File: config.mk
export PLATFORM = sky130hd
export DESIGN_NAME = operand_fetch
export DESIGN_NICKNAME = d
export VERILOG_FILES = /design/src/rtl/operand_fetch.sv
export SDC_FILE = /design/constraint.sdc
export NUM_CORES = 1
export LEC_CHECK = 0
export ABC_AREA = 1
export CORE_ASPECT_RATIO = 1.2
export CORE_UTILIZATION = 55
export CTS_BUF_LIST = sky130_fd_sc_hd__clkbuf_16
export CTS_CLUSTER_DIAMETER = 120
export DETAILED_ROUTE_END_ITERATION = 12
export DONT_BUFFER_PORTS = 1
export MAX_ROUTING_LAYER = met4
export PLACE_DENSITY = 0.73
export SYNTH_ARGS = -nofsm -noshare
export SYNTH_HDL_FRONTEND = slang
export SYNTH_SLANG_ARGS = --single-unit
File: constraint.sdc
create_clock -name clock -period 2.7 [get_ports clock]
set_clock_uncertainty 0.15 [all_clocks]
set_input_delay 0.54 -clock clock [delete_from_list [all_inputs] [get_ports clock]]
set_output_delay 0.54 -clock clock [all_outputs]
set_load 0.03 [all_outputs]
File: src/rtl/operand_fetch.sv
// Issue stage: reads regfile operands (with writeback bypass) into a one-entry output register.
// Latency 1 cycle; stalls on RAW/WAW via a pending-write scoreboard or when the held output is not consumed.
module operand_fetch #(
    parameter int DATA_W = 32,
    parameter int ADDR_W = 5
) (
    input  logic              clock,
    input  logic              reset_n,
    input  logic              in_valid,
    output logic              in_ready,
    input  logic [ADDR_W-1:0] in_rs1,
    input  logic [ADDR_W-1:0] in_rs2,
    input  logic [ADDR_W-1:0] in_rd,
    input  logic              in_rd_en,
    output logic [ADDR_W-1:0] ra1,
    output logic [ADDR_W-1:0] ra2,
    input  logic [DATA_W-1:0] rd1,
    input  logic [DATA_W-1:0] rd2,
    input  logic              wb_en,
    input  logic [ADDR_W-1:0] wb_addr,
    input  logic [DATA_W-1:0] wb_data,
    output logic              out_valid,
    input  logic              out_ready,
    output logic [DATA_W-1:0] out_op1,
    output logic [DATA_W-1:0] out_op2,
    output logic [ADDR_W-1:0] out_rd,
    output logic              out_rd_en
);

    localparam int NREG = 1 << ADDR_W;

    logic [NREG-1:0]   pend_q, pend_d;
    logic [NREG-1:0]   wb_clr;
    logic [NREG-1:0]   pend_eff;
    logic              hazard;
    logic              accept;
    logic [DATA_W-1:0] op1_sel, op2_sel;

    logic              out_valid_q, out_valid_d;
    logic [DATA_W-1:0] out_op1_q, out_op1_d;
    logic [DATA_W-1:0] out_op2_q, out_op2_d;
    logic [ADDR_W-1:0] out_rd_q, out_rd_d;
    logic              out_rd_en_q, out_rd_en_d;

    // Writeback to r lands at the same edge, so r is already usable this cycle.
    function automatic logic [DATA_W-1:0] sel_operand(
        input logic [ADDR_W-1:0] src,
        input logic [DATA_W-1:0] rf_data,
        input logic              wen,
        input logic [ADDR_W-1:0] waddr,
        input logic [DATA_W-1:0] wdata
    );
        if (src == '0)
            return '0;
        else if (wen && (waddr == src))
            return wdata;
        else
            return rf_data;
    endfunction

    assign ra1 = in_rs1;
    assign ra2 = in_rs2;

    always_comb begin
        wb_clr = '0;
        if (wb_en && (wb_addr != '0))
            wb_clr[wb_addr] = 1'b1;
        pend_eff = pend_q & ~wb_clr;
        hazard   = pend_eff[in_rs1] | pend_eff[in_rs2] | (in_rd_en & pend_eff[in_rd]);
        in_ready = (!out_valid_q || out_ready) && !hazard;
        accept   = in_valid && in_ready;
        op1_sel  = sel_operand(in_rs1, rd1, wb_en, wb_addr, wb_data);
        op2_sel  = sel_operand(in_rs2, rd2, wb_en, wb_addr, wb_data);
    end

    // Clear first, then set, so a same-cycle set on the same register wins.
    always_comb begin
        pend_d = pend_eff;
        if (accept && in_rd_en && (in_rd != '0))
            pend_d[in_rd] = 1'b1;
        pend_d[0] = 1'b0;
    end

    always_comb begin
        out_valid_d = out_valid_q;
        out_op1_d   = out_op1_q;
        out_op2_d   = out_op2_q;
        out_rd_d    = out_rd_q;
        out_rd_en_d = out_rd_en_q;
        if (accept) begin
            out_valid_d = 1'b1;
            out_op1_d   = op1_sel;
            out_op2_d   = op2_sel;
            out_rd_d    = in_rd;
            out_rd_en_d = in_rd_en;
        end else if (out_ready) begin
            out_valid_d = 1'b0;
        end
    end

    always_ff @(posedge clock or negedge reset_n) begin
        if (!reset_n) begin
            pend_q      <= '0;
            out_valid_q <= 1'b0;
            out_op1_q   <= '0;
            out_op2_q   <= '0;
            out_rd_q    <= '0;
            out_rd_en_q <= 1'b0;
        end else begin
            pend_q      <= pend_d;
            out_valid_q <= out_valid_d;
            out_op1_q   <= out_op1_d;
            out_op2_q   <= out_op2_d;
            out_rd_q    <= out_rd_d;
            out_rd_en_q <= out_rd_en_d;
        end
    end

    assign out_valid = out_valid_q;
    assign out_op1   = out_op1_q;
    assign out_op2   = out_op2_q;
    assign out_rd    = out_rd_q;
    assign out_rd_en = out_rd_en_q;

endmodule

### Word-level counts from Yosys, hierarchy flattened

Cells that the tools add are included.

| word-level totals | value |
|---|---|
| register bits | 102 |
| bits of input ports | 122 |
| output and inout bits | 82 |
| word-level logic and storage cells | 55 |

| operators by class | value |
|---|---|
| order comparisons | 6 |
| equality and inequality tests | 2 |
| muxes and demuxes | 18 |
| bitwise gates (word level) | 6 |
| reduce and logical (&&, ||, !) cells | 17 |

Operators by type and width:

| kind | count |
|---|---|
| 32-bit 2-to-1 mux | 6 |
| 32-bit AND | 1 |
| 32-bit inverter | 1 |
| 32-bit OR | 1 |
| 5-bit by 6-bit less-than comparator with 1-bit output, second input constant | 4 |
| 1-bit binary-select mux with 5-bit select | 3 |
| 1-bit demux with 5-bit select | 2 |
| 5-bit equality test | 2 |
| 5-bit by 1-bit greater-or-equal comparator with 1-bit output, second input constant | 2 |
| 5-bit zero test | 2 |
| 5-bit nonzero test | 2 |
| 1-bit logical AND | 9 |
| 1-bit 2-to-1 mux | 7 |
| 1-bit zero test | 2 |
| 1-bit OR | 2 |
| 2-bit nonzero test | 1 |
| 1-bit AND | 1 |
| 1-bit logical OR | 1 |

### Longest topological paths before layout

| depth | value |
|---|---|
| word-level depth | 17 |
| gate-level depth with buffers | 21 |
| mapped depth without buffers | 18 |

### Worst setup path before layout

No wires, ideal clock.

| timing | value |
|---|---|
| kind | input to output |
| from | input wb_addr[2] |
| to | output in_ready |
| arrival time | 1936 ps |
| path slack | 74 ps |
| cell stages on the path | 14 |
| buffers on the path | 1 |
| path through | buf_2 inv_2 nand3_1 o21ai_1 nor2_1 nor2_1 nand2_1 nand2_1 nand2_1 nand2_1 nand2_1 nor2_1 nand3_1 inv_1 |

| on the way | value |
|---|---|
| longest elaborated chain between the ends | 13 |
| elaborated cells between the ends (all ways) | 21 |
| classes of those cells | order compare (2); mux (9); bitwise (5); reduce/logical (5) |

RTL lines:

| element | RTL line | RTL |
|---|---|---|
| from (decl) | 20 | `input logic [ADDR_W-1:0] wb_addr,` |
| 5-bit by 6-bit less-than comparator with 1-bit output (implied by the code) / 5-bit by 1-bit greater-or-equal comparator with 1-bit output (equally long branches) | 67 | `wb_clr[wb_addr] = 1'b1;` |
| 1-bit logical AND (implied by the code) | 67 |  |
| 1-bit 2-to-1 mux (implied by the code) | 67 |  |
| 1-bit demux with 5-bit select | 67 |  |
| 32-bit 2-to-1 mux * | 66 | `if (wb_en && (wb_addr != '0))` |
| 32-bit inverter * | 68 | `pend_eff = pend_q & ~wb_clr;` |
| 32-bit AND * | 68 |  |
| 1-bit binary-select mux with 5-bit select | 69 | `hazard = pend_eff[in_rs1] \| pend_eff[in_rs2] \| (in_rd_en & pend_eff[in_rd]);` |
| 1-bit 2-to-1 mux (implied by the code) | 69 |  |
| 1-bit OR / 1-bit AND (equally long branches) | 69 |  |
| 1-bit OR * | 69 |  |
| 1-bit zero test * | 70 | `in_ready = (!out_valid_q \|\| out_ready) && !hazard;` |
| 1-bit logical AND * | 70 |  |
| to (decl) | 10 | `output logic in_ready,` |

Mark *: on every way between the ends. The rest lies on a longest branch, timed or not. The select of a mux whose other input is x is not followed.

### Worst setup path after layout

| timing | value |
|---|---|
| from | input wb_addr[4] |
| to | output in_ready |

Same word-level chain as after synthesis.

==> impl_summary.log <==
INFO  metric num_antenna_cells = 0
INFO  metric clockRootBuffer = clkbuf_16
INFO  metric io-pin-count = 204
INFO  metric ant_nets = 0
INFO  metric grt_antenna_before_repair = 0
INFO  metric slew_violations = 0
INFO  metric timing.critical_path.fanout_max = 8
INFO  metric synth_seq_cells = 102
INFO  metric status = finished with violations
INFO  metric min_period_over_period = 96.9%
INFO  metric global_route.usage.total = 36.9%
INFO  metric drc = 0
INFO  metric critical_path_arrival = 1930 ps
INFO  metric cts.htree.levels = 3
INFO  metric cp-startpoint = wb_addr[4]
INFO  metric tightestPinTransition = 383 ps
INFO  metric design_area = 7830 sq um
INFO  metric cts.reportedPaths.clkPinSlew = 70 ps
INFO  metric synth_top_cells_by_area = dfrtp_1 39%, nand2_1 25%, nand4_1 9.2%
INFO  metric worstReg2RegEnd = out_rd[1]
INFO  metric final.hold.worst_slack = -271 ps
INFO  metric worst_setup_path_endpoint = in_ready
INFO  metric overflow = 0
INFO  metric regToRegSetupSlack = 400 ps
INFO  metric post_detail_place_hpwl = 15,300 um
INFO  metric cts_max_path_buffers = 2
INFO  metric final-hold-violation-count = 102
INFO  metric synth-main-ff-cell = dfrtp_1
INFO  metric worstPathRequired = 2010 ps
INFO  metric synthesis.area_per_instance = 6.48 sq um
INFO  metric critPathKind = in2out
INFO  metric start_kind = input pin
INFO  metric post-route-min-period = 2620 ps
INFO  metric final_core_util = 67.7%
INFO  metric post_route_cells_drive_above_1_share = 15.2%
INFO  metric multi_input_area = 3720 sq um
INFO  metric vias_per_cell = 6.01
INFO  metric place.gp.congestion = 1.08
INFO  metric filler_cell_count = 1,034
INFO  metric synthesis.area = 6560 sq um
INFO  metric placeableCoreArea = 11,600 sq um
INFO  metric stdcell_count = 1,200
INFO  metric reg2reg_depth = 15
INFO  metric synth_enable_flop_cells = 0
INFO  metric total_leakage_power = 4.04 nW
INFO  metric die-width = 102 um
INFO  metric slew_headroom = 74.5%
INFO  metric floorplan.initialDensity = 56.7%
INFO  metric cap_violations = 0
INFO  metric powerDensity = 668 nW/um^2
INFO  metric yosys.cell_count.top_type = nand2_1
INFO  metric mappedNetlistNets = 1,135
INFO  metric synth_top_cells_by_count = 434 x nand2_1, 102 x dfrtp_1, 96 x nand4_1
INFO  metric dieArea = 12,400 sq um
INFO  metric areaGrowthSynthToFinish = 19.4%
INFO  metric final-seq-area = 2550 sq um
INFO  metric fmax = 382 MHz
INFO  metric die-height = 122 um
INFO  metric largest_net_degree_at_the_start_of_global_routing = 103
INFO  metric vias_in_the_first_global_route = 6,566
INFO  metric wire_length_of_the_first_global_routing_pass = 33,800 um
INFO  metric synth.top_cell.area_share = 38.9%
INFO  metric max_ir_drop_vdd = 469 uV
INFO  metric detail_route.first_pass.iterations = 6
INFO  metric drt_wl_total = 22,500 um
INFO  metric ys_types = 23
INFO  metric timing.final.setup_violations = 0
INFO  metric routed-via-count = 7,210
INFO  metric route.detailed.wl_per_inst = 18.8 um
INFO  metric inserted_clock_buffers = 9
INFO  metric floorplan.rows = 43
INFO  metric violations = negative hold slack
INFO  metric insertion_delay = 350 ps
INFO  metric final_layout_net_count = 1,160
INFO  metric clock_tree_from_tritoncts = done
INFO  metric endpoint_kind = output pin
INFO  metric port-buffer-count = 0
INFO  metric detailedRoute.firstIterationViolations = 530
INFO  metric postSynthCellCount = 1,013
INFO  metric clkSinkCount = 102
INFO  metric dp.cells = 1,178
INFO  metric async_flop_share = 100%
INFO  metric sequential_share_of_the_synthesized_area = 38.9%
INFO  metric netlist.top_cell.by_area = dfrtp_1
INFO  metric timing.hold.worst.class = in2async
INFO  metric yosysWarningCount = 0
INFO  metric r2r-start = pend_q[6]
INFO  metric placed_cell_area = 7240 sq um
-- cell families (layout without fill, tap and decap cells) --
group	count (synthesis)	count (layout)	share of synthesized area (%)
AND/OR/NAND/NOR	666	666	43.5
buffers and inverters	132	162	8.62
AO/OA/AOI/OAI	112	112	8.85
flip-flops	102	102	38.9
XOR/XNOR	1	1	0.134
-- through the flow --
step | setup WS, ps | TNS [ps] | total power, mW
2_1_floorplan | 73.7 | 0 | 3.46
3_3_place_gp | -125 | -3000 | 3.81
3_5_place_dp | -143 | -5370 | 3.84
4_1_cts | 9.07 | 0 | 5.19
5_1_grt | -16.4 | -16.4 | 5.46
6_report | 83.4 | 0 | 5.23
-- cell usage in the layout (no fill, tap or decap), types with 2 or more instances in the layout --
master      synthesis  layout
a21oi_1            78      76
a21oi_2             0       2
a221oi_4            0       4
buf_12              0      11
buf_4              11      75
buf_6               1       3
clkbuf_16           0       9
clkinv_1            3       3
clkinvlp_4          0       2
dfrtp_1           102     102
inv_1              49      46
inv_2               5       4
inv_6               0       2
inv_8               0       3
nand2_1           434     419
nand2_2             0      11
nand2_4             0       4
nand3_1            57      50
nand3_2             2       6
nand3_4             0       3
nand4_1            96      96
nor2_1             70      68
nor2_4              2       5
nor4_2              0       2
o21ai_0            10      10
o21ai_1            16       8
o21ai_2             0       5
o21ai_4             0       3
o22ai_1             4       4
-- worst min path at each step --
stage,start,endpoint,depth (start not counted)
after detailed placement,reset_n,out_op1[28],0
after global routing,reset_n,out_op1[26],0
after CTS,reset_n,out_op1[28],0
after floorplan,reset_n,out_op1[0],0
after global placement,reset_n,out_op1[27],0
final,reset_n,out_op1[28],0
-- flip-flops by register name, summed over array words and instances, names as in the netlist --
name       flops
pend_q        31
out_rd         5
out_valid      1
out_rd_en      1
out_op2       32
out_op1       32
-- layout make-up --
class,instances,area share (%)
inverters,57,3.11
clock buffers,9,2.87
well taps,157,2.51
clock inverters,7,1.01
multi-input cells,779,47.5
repair buffers,89,10.4
flip-flops and latches,102,32.6
-- critical path, stage by stage --
cell,delay (ps)
inv_2,60
nand2_1,60
nor2_1,100
buf_4,150
nand2_1,70
nand2_2,100
nand2_1,60
nand2_1,60
nor2_1,40
nand2_1,70
nand3_2,80
nand2_1,100
nor2_1,50
nand2_1,60
nand3_2,110
inv_2,90
buf_6,120
-- where the power goes --
group	switching, mW	internal [mW]	total [mW]	leakage [nW]
sequential	0.940	1.89	2.83	1.30
combinational	0.621	0.434	1.05	2.59
clock	0.619	0.731	1.35	0.144
total	2.18	3.05	5.23	4.04
-- timing repair --
item	in CTS	in global routing
hold endpoints to repair	102	102
setup endpoints to repair	1	4
setup buffers	3	3
gates resized for setup	9	53
pin swaps	2	26
-- routing by layer --
| layer | GRT usage, % | wire [um] |
|---|---|---|
| met4 | 14.6 | 750 |
| met1 | 48.2 | 8740 |
| met5 | - | 0 |
| met2 | 55.9 | 10600 |
| met3 | 7.92 | 2400 |
Note: power is estimated with default switching activity, not from simulation.
